--- config.mk ---
export PLATFORM = sky130hd
export DESIGN_NAME = fetch_stage
export DESIGN_NICKNAME = d
export VERILOG_FILES = /design/src/rtl/fetch_pkg.sv /design/src/rtl/program_counter.sv /design/src/rtl/fetch_stage.sv
export SDC_FILE = /design/constraint.sdc
export NUM_CORES = 1
export LEC_CHECK = 0
export CORE_ASPECT_RATIO = 1.4
export CORE_UTILIZATION = 49
export DETAILED_ROUTE_END_ITERATION = 6
export HOLD_SLACK_MARGIN = 0.12
export PLACE_DENSITY = 0.9
export SYNTH_ARGS = -nofsm -noshare
export SYNTH_HDL_FRONTEND = slang
export SYNTH_SLANG_ARGS = --single-unit
--- constraint.sdc ---
create_clock -name clk -period 3.4 [get_ports clk]
set_input_delay 0.68 -clock clk [delete_from_list [all_inputs] [get_ports clk]]
set_output_delay 0.68 -clock clk [all_outputs]
set_load 0.05 [all_outputs]
--- src/rtl/fetch_pkg.sv ---
// Shared types for the instruction-fetch stage.
//   fetch_state_t : fetch sequencing FSM states
//   ifid_t        : IF/ID pipeline register payload as seen by the decoder
package fetch_pkg;

   localparam int unsigned DATA_WIDTH    = 20;
   localparam int unsigned ADDRESS_WIDTH = 8;

   typedef enum logic [1:0] {
      F_IDLE   = 2'd0,
      F_RUN    = 2'd1,
      F_HALTED = 2'd2
   } fetch_state_t;

   typedef struct packed {
      logic                     valid;
      logic [DATA_WIDTH-1:0]    instruction;
      logic [ADDRESS_WIDTH-1:0] pc;
      logic [ADDRESS_WIDTH-1:0] pc_next;
   } ifid_t;

endpackage : fetch_pkg

--- src/rtl/program_counter.sv ---
// Program counter register with load, hold and increment controls.
//   clk, rst       : clock, asynchronous active-high reset
//   load_i         : load target_i (redirect); has priority over inc_i
//   target_i       : redirect target address
//   inc_i          : advance by one, wrapping modulo 2^ADDRESS_WIDTH
//   pc_o           : registered program counter
//   pc_plus1_c_o   : combinational pc_o + 1 (wrapping)
// Holding is the default when neither load_i nor inc_i is asserted.
module program_counter #(
   parameter int unsigned              ADDRESS_WIDTH = 8,
   parameter logic [ADDRESS_WIDTH-1:0] RESET_PC      = '0
) (
   input  logic                     clk,
   input  logic                     rst,
   input  logic                     load_i,
   input  logic [ADDRESS_WIDTH-1:0] target_i,
   input  logic                     inc_i,
   output logic [ADDRESS_WIDTH-1:0] pc_o,
   output logic [ADDRESS_WIDTH-1:0] pc_plus1_c_o
);

   logic [ADDRESS_WIDTH-1:0] pc_q;
   logic [ADDRESS_WIDTH-1:0] pc_d;

   // Natural overflow of the add gives the required wrap to zero.
   assign pc_plus1_c_o = pc_q + ADDRESS_WIDTH'(1);

   // Next-PC selection.
   always_comb begin
      pc_d = pc_q;
      if (load_i) begin
         pc_d = target_i;
      end else if (inc_i) begin
         pc_d = pc_plus1_c_o;
      end
   end

   // PC register.
   always_ff @(posedge clk or posedge rst) begin
      if (rst) begin
         pc_q <= RESET_PC;
      end else begin
         pc_q <= pc_d;
      end
   end

   assign pc_o = pc_q;

endmodule : program_counter

--- src/rtl/fetch_stage.sv ---
// Instruction-fetch stage: owns the PC, addresses the combinational
// instruction memory and registers the returned word into IF/ID.
//   clk, rst          : clock, asynchronous active-high reset
//   start             : leave idle and begin fetching
//   halt              : stop fetching until reset
//   stall             : hold PC and IF/ID
//   redirect_valid    : taken branch/jump, load redirect_target into PC
//   redirect_target   : new PC
//   imem_address      : instruction memory address (the PC register)
//   imem_instruction  : instruction memory read data, same cycle
//   ifid_valid        : IF/ID holds a real instruction
//   ifid_instruction  : registered instruction
//   ifid_pc           : address the instruction was fetched from
//   ifid_pc_next      : ifid_pc + 1, wrapping
//   running           : FSM is in F_RUN
//   fetch_count       : number of valid IF/ID captures, saturating
module fetch_stage #(
   parameter int unsigned              DATA_WIDTH    = 20,
   parameter int unsigned              ADDRESS_WIDTH = 8,
   parameter logic [ADDRESS_WIDTH-1:0] RESET_PC      = '0,
   parameter int unsigned              COUNT_WIDTH   = 16
) (
   input  logic                     clk,
   input  logic                     rst,
   input  logic                     start,
   input  logic                     halt,
   input  logic                     stall,
   input  logic                     redirect_valid,
   input  logic [ADDRESS_WIDTH-1:0] redirect_target,
   output logic [ADDRESS_WIDTH-1:0] imem_address,
   input  logic [DATA_WIDTH-1:0]    imem_instruction,
   output logic                     ifid_valid,
   output logic [DATA_WIDTH-1:0]    ifid_instruction,
   output logic [ADDRESS_WIDTH-1:0] ifid_pc,
   output logic [ADDRESS_WIDTH-1:0] ifid_pc_next,
   output logic                     running,
   output logic [COUNT_WIDTH-1:0]   fetch_count
);

   import fetch_pkg::*;

   fetch_state_t state_q, state_d;

   logic                     ifid_valid_q, ifid_valid_d;
   logic [DATA_WIDTH-1:0]    ifid_instr_q, ifid_instr_d;
   logic [ADDRESS_WIDTH-1:0] ifid_pc_q, ifid_pc_d;
   logic [ADDRESS_WIDTH-1:0] ifid_pc_next_q, ifid_pc_next_d;
   logic [COUNT_WIDTH-1:0]   count_q, count_d;

   logic                     pc_load_c;
   logic                     pc_inc_c;
   logic [ADDRESS_WIDTH-1:0] pc;
   logic [ADDRESS_WIDTH-1:0] pc_plus1_c;

   program_counter #(
      .ADDRESS_WIDTH (ADDRESS_WIDTH),
      .RESET_PC      (RESET_PC)
   ) u_pc (
      .clk          (clk),
      .rst          (rst),
      .load_i       (pc_load_c),
      .target_i     (redirect_target),
      .inc_i        (pc_inc_c),
      .pc_o         (pc),
      .pc_plus1_c_o (pc_plus1_c)
   );

   // Next-state, PC control and IF/ID update; first matching rule wins in F_RUN.
   always_comb begin
      state_d        = state_q;
      pc_load_c      = 1'b0;
      pc_inc_c       = 1'b0;
      ifid_valid_d   = ifid_valid_q;
      ifid_instr_d   = ifid_instr_q;
      ifid_pc_d      = ifid_pc_q;
      ifid_pc_next_d = ifid_pc_next_q;
      count_d        = count_q;

      case (state_q)
         F_IDLE: begin
            ifid_valid_d = 1'b0;
            // PC is deliberately not advanced on the start edge.
            if (start) begin
               state_d = F_RUN;
            end
         end

         F_RUN: begin
            if (halt) begin
               state_d      = F_HALTED;
               ifid_valid_d = 1'b0;
            end else if (redirect_valid) begin
               // Squash the wrong-path word fetched this cycle.
               pc_load_c    = 1'b1;
               ifid_valid_d = 1'b0;
            end else if (!stall) begin
               pc_inc_c       = 1'b1;
               ifid_valid_d   = 1'b1;
               ifid_instr_d   = imem_instruction;
               ifid_pc_d      = pc;
               ifid_pc_next_d = pc_plus1_c;
               if (count_q != {COUNT_WIDTH{1'b1}}) begin
                  count_d = count_q + COUNT_WIDTH'(1);
               end
            end
         end

         F_HALTED: begin
            ifid_valid_d = 1'b0;
         end

         default: begin
            state_d      = F_IDLE;
            ifid_valid_d = 1'b0;
         end
      endcase
   end

   // State, IF/ID and counter registers.
   always_ff @(posedge clk or posedge rst) begin
      if (rst) begin
         state_q        <= F_IDLE;
         ifid_valid_q   <= 1'b0;
         ifid_instr_q   <= '0;
         ifid_pc_q      <= '0;
         ifid_pc_next_q <= '0;
         count_q        <= '0;
      end else begin
         state_q        <= state_d;
         ifid_valid_q   <= ifid_valid_d;
         ifid_instr_q   <= ifid_instr_d;
         ifid_pc_q      <= ifid_pc_d;
         ifid_pc_next_q <= ifid_pc_next_d;
         count_q        <= count_d;
      end
   end

   assign imem_address     = pc;
   assign ifid_valid       = ifid_valid_q;
   assign ifid_instruction = ifid_instr_q;
   assign ifid_pc          = ifid_pc_q;
   assign ifid_pc_next     = ifid_pc_next_q;
   assign fetch_count      = count_q;
   assign running          = (state_q == F_RUN);

endmodule : fetch_stage

After elaboration in Yosys (flattened, before gate mapping)
Index checks and enable logic that the tools add are counted.

Add/subtract/negate cells: 2. Eq/ne operators: 6. Muxes and demuxes: 16. Bitwise operators: 4. Reductions and logical operators: 5.

Operators with widths (count): $add A16 B1 Y16 const B (1); $mux W8 (2); $ne A16 B16 Y1 const B (1); $mux W1 (11); $add A8 B1 Y8 const B (1); $pmux W2 S3 (1); $reduce_and A5 Y1 (1); $mux W2 (2); $ne A2 B2 Y1 const B (2); $ne A4 B4 Y1 const B (1); $not A1 Y1 (4); $reduce_and A4 Y1 (1); $reduce_and A3 Y1 (1); $eq A2 B1 Y1 const B (1); $eq A2 B2 Y1 const B (1); $logic_not A2 Y1 (1); $reduce_bool A2 Y1 (1).

Register bits: 63. Input port bits: 34. Word-level logic and storage cells: 40.

Logic depth before layout (Yosys ltp)
Depth in word-level cells: 6. Gate-level depth with buffers: 6.

Hierarchy
From an unflattened synthesis, not the netlist that was laid out.

Cells, all modules: 303. Area total of the unflattened synthesis: 2910.3 um2.

Modules (own cells, without submodules): fetch_stage (instances 1, cells each 237, area each 2359.8 um2, sequential area each 1376.3 um2); program_counter (instances 1, cells each 66, area each 550.5 um2, sequential area each 200.2 um2).

Worst setup path after synthesis
OpenSTA, ideal clock, no wires.

Kind: input port to flip-flop. From: input port redirect_valid. To: register count_q[15], in the netlist fetch_count[15]. Data arrival time: 2185 ps. Data required time: 3318 ps. Setup slack: 1132 ps. Stages on the path: 5. Buffers on the path: 1. Cells stage by stage: or4b_1 buf_2 or4b_4 nor4_4 xor2_1.

Cells in the longest elaborated chain, start to end: 2.

RTL lines: start, declared (RTL line fetch_stage.sv:28) `input logic redirect_valid,`; $not A1 Y1 (no line); $reduce_and A5 Y1 (no line); end signal, assigned (RTL line fetch_stage.sv:134) `count_q <= count_d;`; end, declared (RTL line fetch_stage.sv:48) `logic [COUNT_WIDTH-1:0] count_q, count_d;`.

No other way between the ends. A chain may end at the register's enable or synchronous reset.

Worst setup path after layout
From: input port halt. To: register count_q[11], in the netlist fetch_count[11].

Cells in the longest elaborated chain, start to end: 2.

RTL lines: start, declared (RTL line fetch_stage.sv:26) `input logic halt,`; $not A1 Y1 (no line); $reduce_and A5 Y1 (no line).

No other way between the ends.

==> impl_metrics.tcl <==
set metrics [dict create \
    drv_slew 0 \
    crit_path_start_kind "input pin" \
    cts_resized 0 \
    worstPathArrival_ps 2830 \
    grt_pass1_vias 2521 \
    antennaDiodeCount 0 \
    ff2ff_path_depth 4 \
    finClkSkew_ps 14.0 \
    wl_per_cell_um 16.1 \
    core_mm2 0.00549 \
    finalPower_mw 3.64 \
    route.detailed.drc 0 \
    die_w_um 65.6 \
    worstMarginPinSlew_ps 720 \
    setup.worst_path.end_class "register" \
    crit_chain "clkdlybuf4s50_1 -> or4b_1 -> or4b_4 -> nor3_1 -> xor2_1" \
    hold_path_class "register to register" \
    grt_max_degree 35 \
    tns_ps 0 \
    synth_edf_count 0 \
    ys_ff_latch 63 \
    cellPowerDensity_mw_per_mm2 904 \
    h-tree-depth 3 \
    r2r_end "fetch_count[11]" \
    place.gp.congestion 0.879 \
    cts_buffer_depth 2 \
    yosysUniqueCellTypes 37 \
    cts_inserted_buffers 9 \
    critPathMaxFanout 5 \
    avgSynthCellArea_um2 9.74 \
    postRouteWirelength_um 7390 \
    grt_usage 0.269 \
    clk_pin_slew_ps 70 \
    final_common_cell "nand2_1" \
    worst_slack_ps 833 \
    max_freq_mhz 390 \
    drtIter0Drc 166 \
    dp_slack_ps 485 \
    cpPeakStageDelay_ps 630 \
    io_pins 96 \
    rows 32 \
    yosys_warnings 0 \
    setup_violations 0 \
    vias 2484 \
    nNetsFinal 424 \
    synth_ff_type "dfrtp_1" \
    rsz0062_at_grt "false" \
    regToRegSetupSlack_ps 1170 \
    ctsRootBufferMaster "clkbuf_8" \
    p_leak_nw 1.87 \
    start_util 0.506 \
    grt_overflow_total 0 \
    max_slew_margin 0.520 \
    status "finished clean" \
    min_from "ifid_instruction[6]" \
    slowest_stage "or4b_1" \
    min_to "ifid_instruction[6]" \
    ys_async_sr_fraction 1.00 \
    syn-num-nets 321 \
    via_per_inst 5.40 \
    path_class "input pin to register" \
    dp_hpwl_um 5080 \
    fp.dieH_um 91.0 \
    area_delta_synth_final_pct 45.1 \
    seq_area_frac_synth 0.568 \
    min_path_cells 2 \
    port_buffers 95 \
    clkSinkCount 63 \
    dieArea_mm2 0.00597 \
    grt_antenna_before_repair 0 \
    mostFrequentLayoutCells "nand2_1 (103), clkdlybuf4s50_1 (95), dfrtp_1 (63), xor2_1 (11), clkbuf_8 (11)" \
    cts_tree "yes" \
    drtAntennaViolNets 0 \
    final.period_utilization 0.755 \
    peakVddDrop_mv 0.630 \
    clk_latency_ps 340 \
    cp.required_ps 3660 \
    cts_setup_buffers 0 \
    drive_gt1_frac 0.0740 \
    finalHoldViolCount 0 \
    synth_area_mm2 0.00278 \
    drt-pass1-iter-count 4 \
    grt_pass1_wl_um 12000 \
    cap_violations 0 \
    r2r_start "state_q[1]" \
    synth_cells 285 \
    fin_crit_ps 2570 \
    postCtsHoldBufs 0 \
]
==> how the worst max path moves through the flow <==
stage	cells past startpoint	end	from	slack, ps
after floorplan	5	fetch_count[15]	redirect_valid	1130
after global placement	5	fetch_count[13]	halt	620
after detailed placement	5	fetch_count[11]	halt	480
after CTS	5	fetch_count[11]	halt	840
after global routing	5	fetch_count[12]	halt	750
final	5	fetch_count[11]	halt	830
==> where the power goes <==
part / total (mW) / internal [mW] / switching [mW]
clock network: 0.648 / 0.371 / 0.277
logic: 1.76 / 0.595 / 1.17
registers: 1.23 / 0.993 / 0.234
total: 3.64 / 1.96 / 1.68
==> routing by layer <==
layer | track usage | vias up | wire [um]
met3 | 0.0641 | 12 | 375
li1 | - | 1172 | -
met4 | 0.112 | 0 | 141
met1 | 0.310 | 1205 | 2810
met2 | 0.466 | 95 | 4060
met5 | 0 | - | 0
==> critical path, delay by kind of cell <==
| kind | cells | cell delay [ps] |
|---|---|---|
| xor+xnor | 1 | 190 |
| buf+inv | 1 | 490 |
| simple gates | 3 | 1460 |
==> area by class of cell <==
cell class | count | area [um2]
clock inverters | 4 | 45.0
well taps | 68 | 85.1
repair buffers | 103 | 1010
flip-flops and latches | 63 | 1580
inverters | 4 | 15.0
fillers | 396 | 1460
multi-input cells | 207 | 1140
clock buffers | 11 | 151
==> sequential cells by signal, indices dropped and copies added (netlist names) <==
register and cells:
ifid_instruction 20, fetch_count 16, ifid_pc 8, ifid_pc_next 8, u_pc.pc_o 8, state_q 2
ifid_valid 1
==> cell families after synthesis <==
kind of cell               Yosys count  share of synthesized area
adders and majority gates            2                    0.00902
DFF                                 63                      0.568
xor gates and xnor gates            17                     0.0537
AOI/OAI and AO/OA                   33                     0.0816
buffers and inverters               15                     0.0207
and+or+nand+nor                    152                      0.256
muxes                                3                     0.0113
==> metrics by stage <==
stage	hold slack, ps	cells	area (um2)	utilization
floorplan	496	285	2780	-
global placement	457	445	3830	0.698
detailed placement	463	445	3830	0.698
CTS	482	460	4030	0.734
global route	499	460	4030	0.734
finish	476	460	4030	0.734
==> cells in the mapped netlist (all sizes together) (2+ instances only) <==
master	n	area, um2
nor2	8	30.0
a21oi	6	30.0
clkbuf	10	37.5
a221o	5	50.1
nor4	2	33.8
mux2i	2	20.0
o21a	2	15.0
nand3	9	45.0
and3	3	18.8
a21o	4	30.0
inv	4	15.0
o2111ai	2	17.5
nor4b	2	17.5
or4b	2	23.8
nand4	3	18.8
nand2	103	387
o21ai	9	45.0
xnor2	6	52.6
nor3	9	45.0
and4	5	43.8
xor2	11	96.3
nor3b	2	15.0
dfrtp	63	1580
ha	2	25.0
Note: power is estimated with default switching activity, not from simulation.
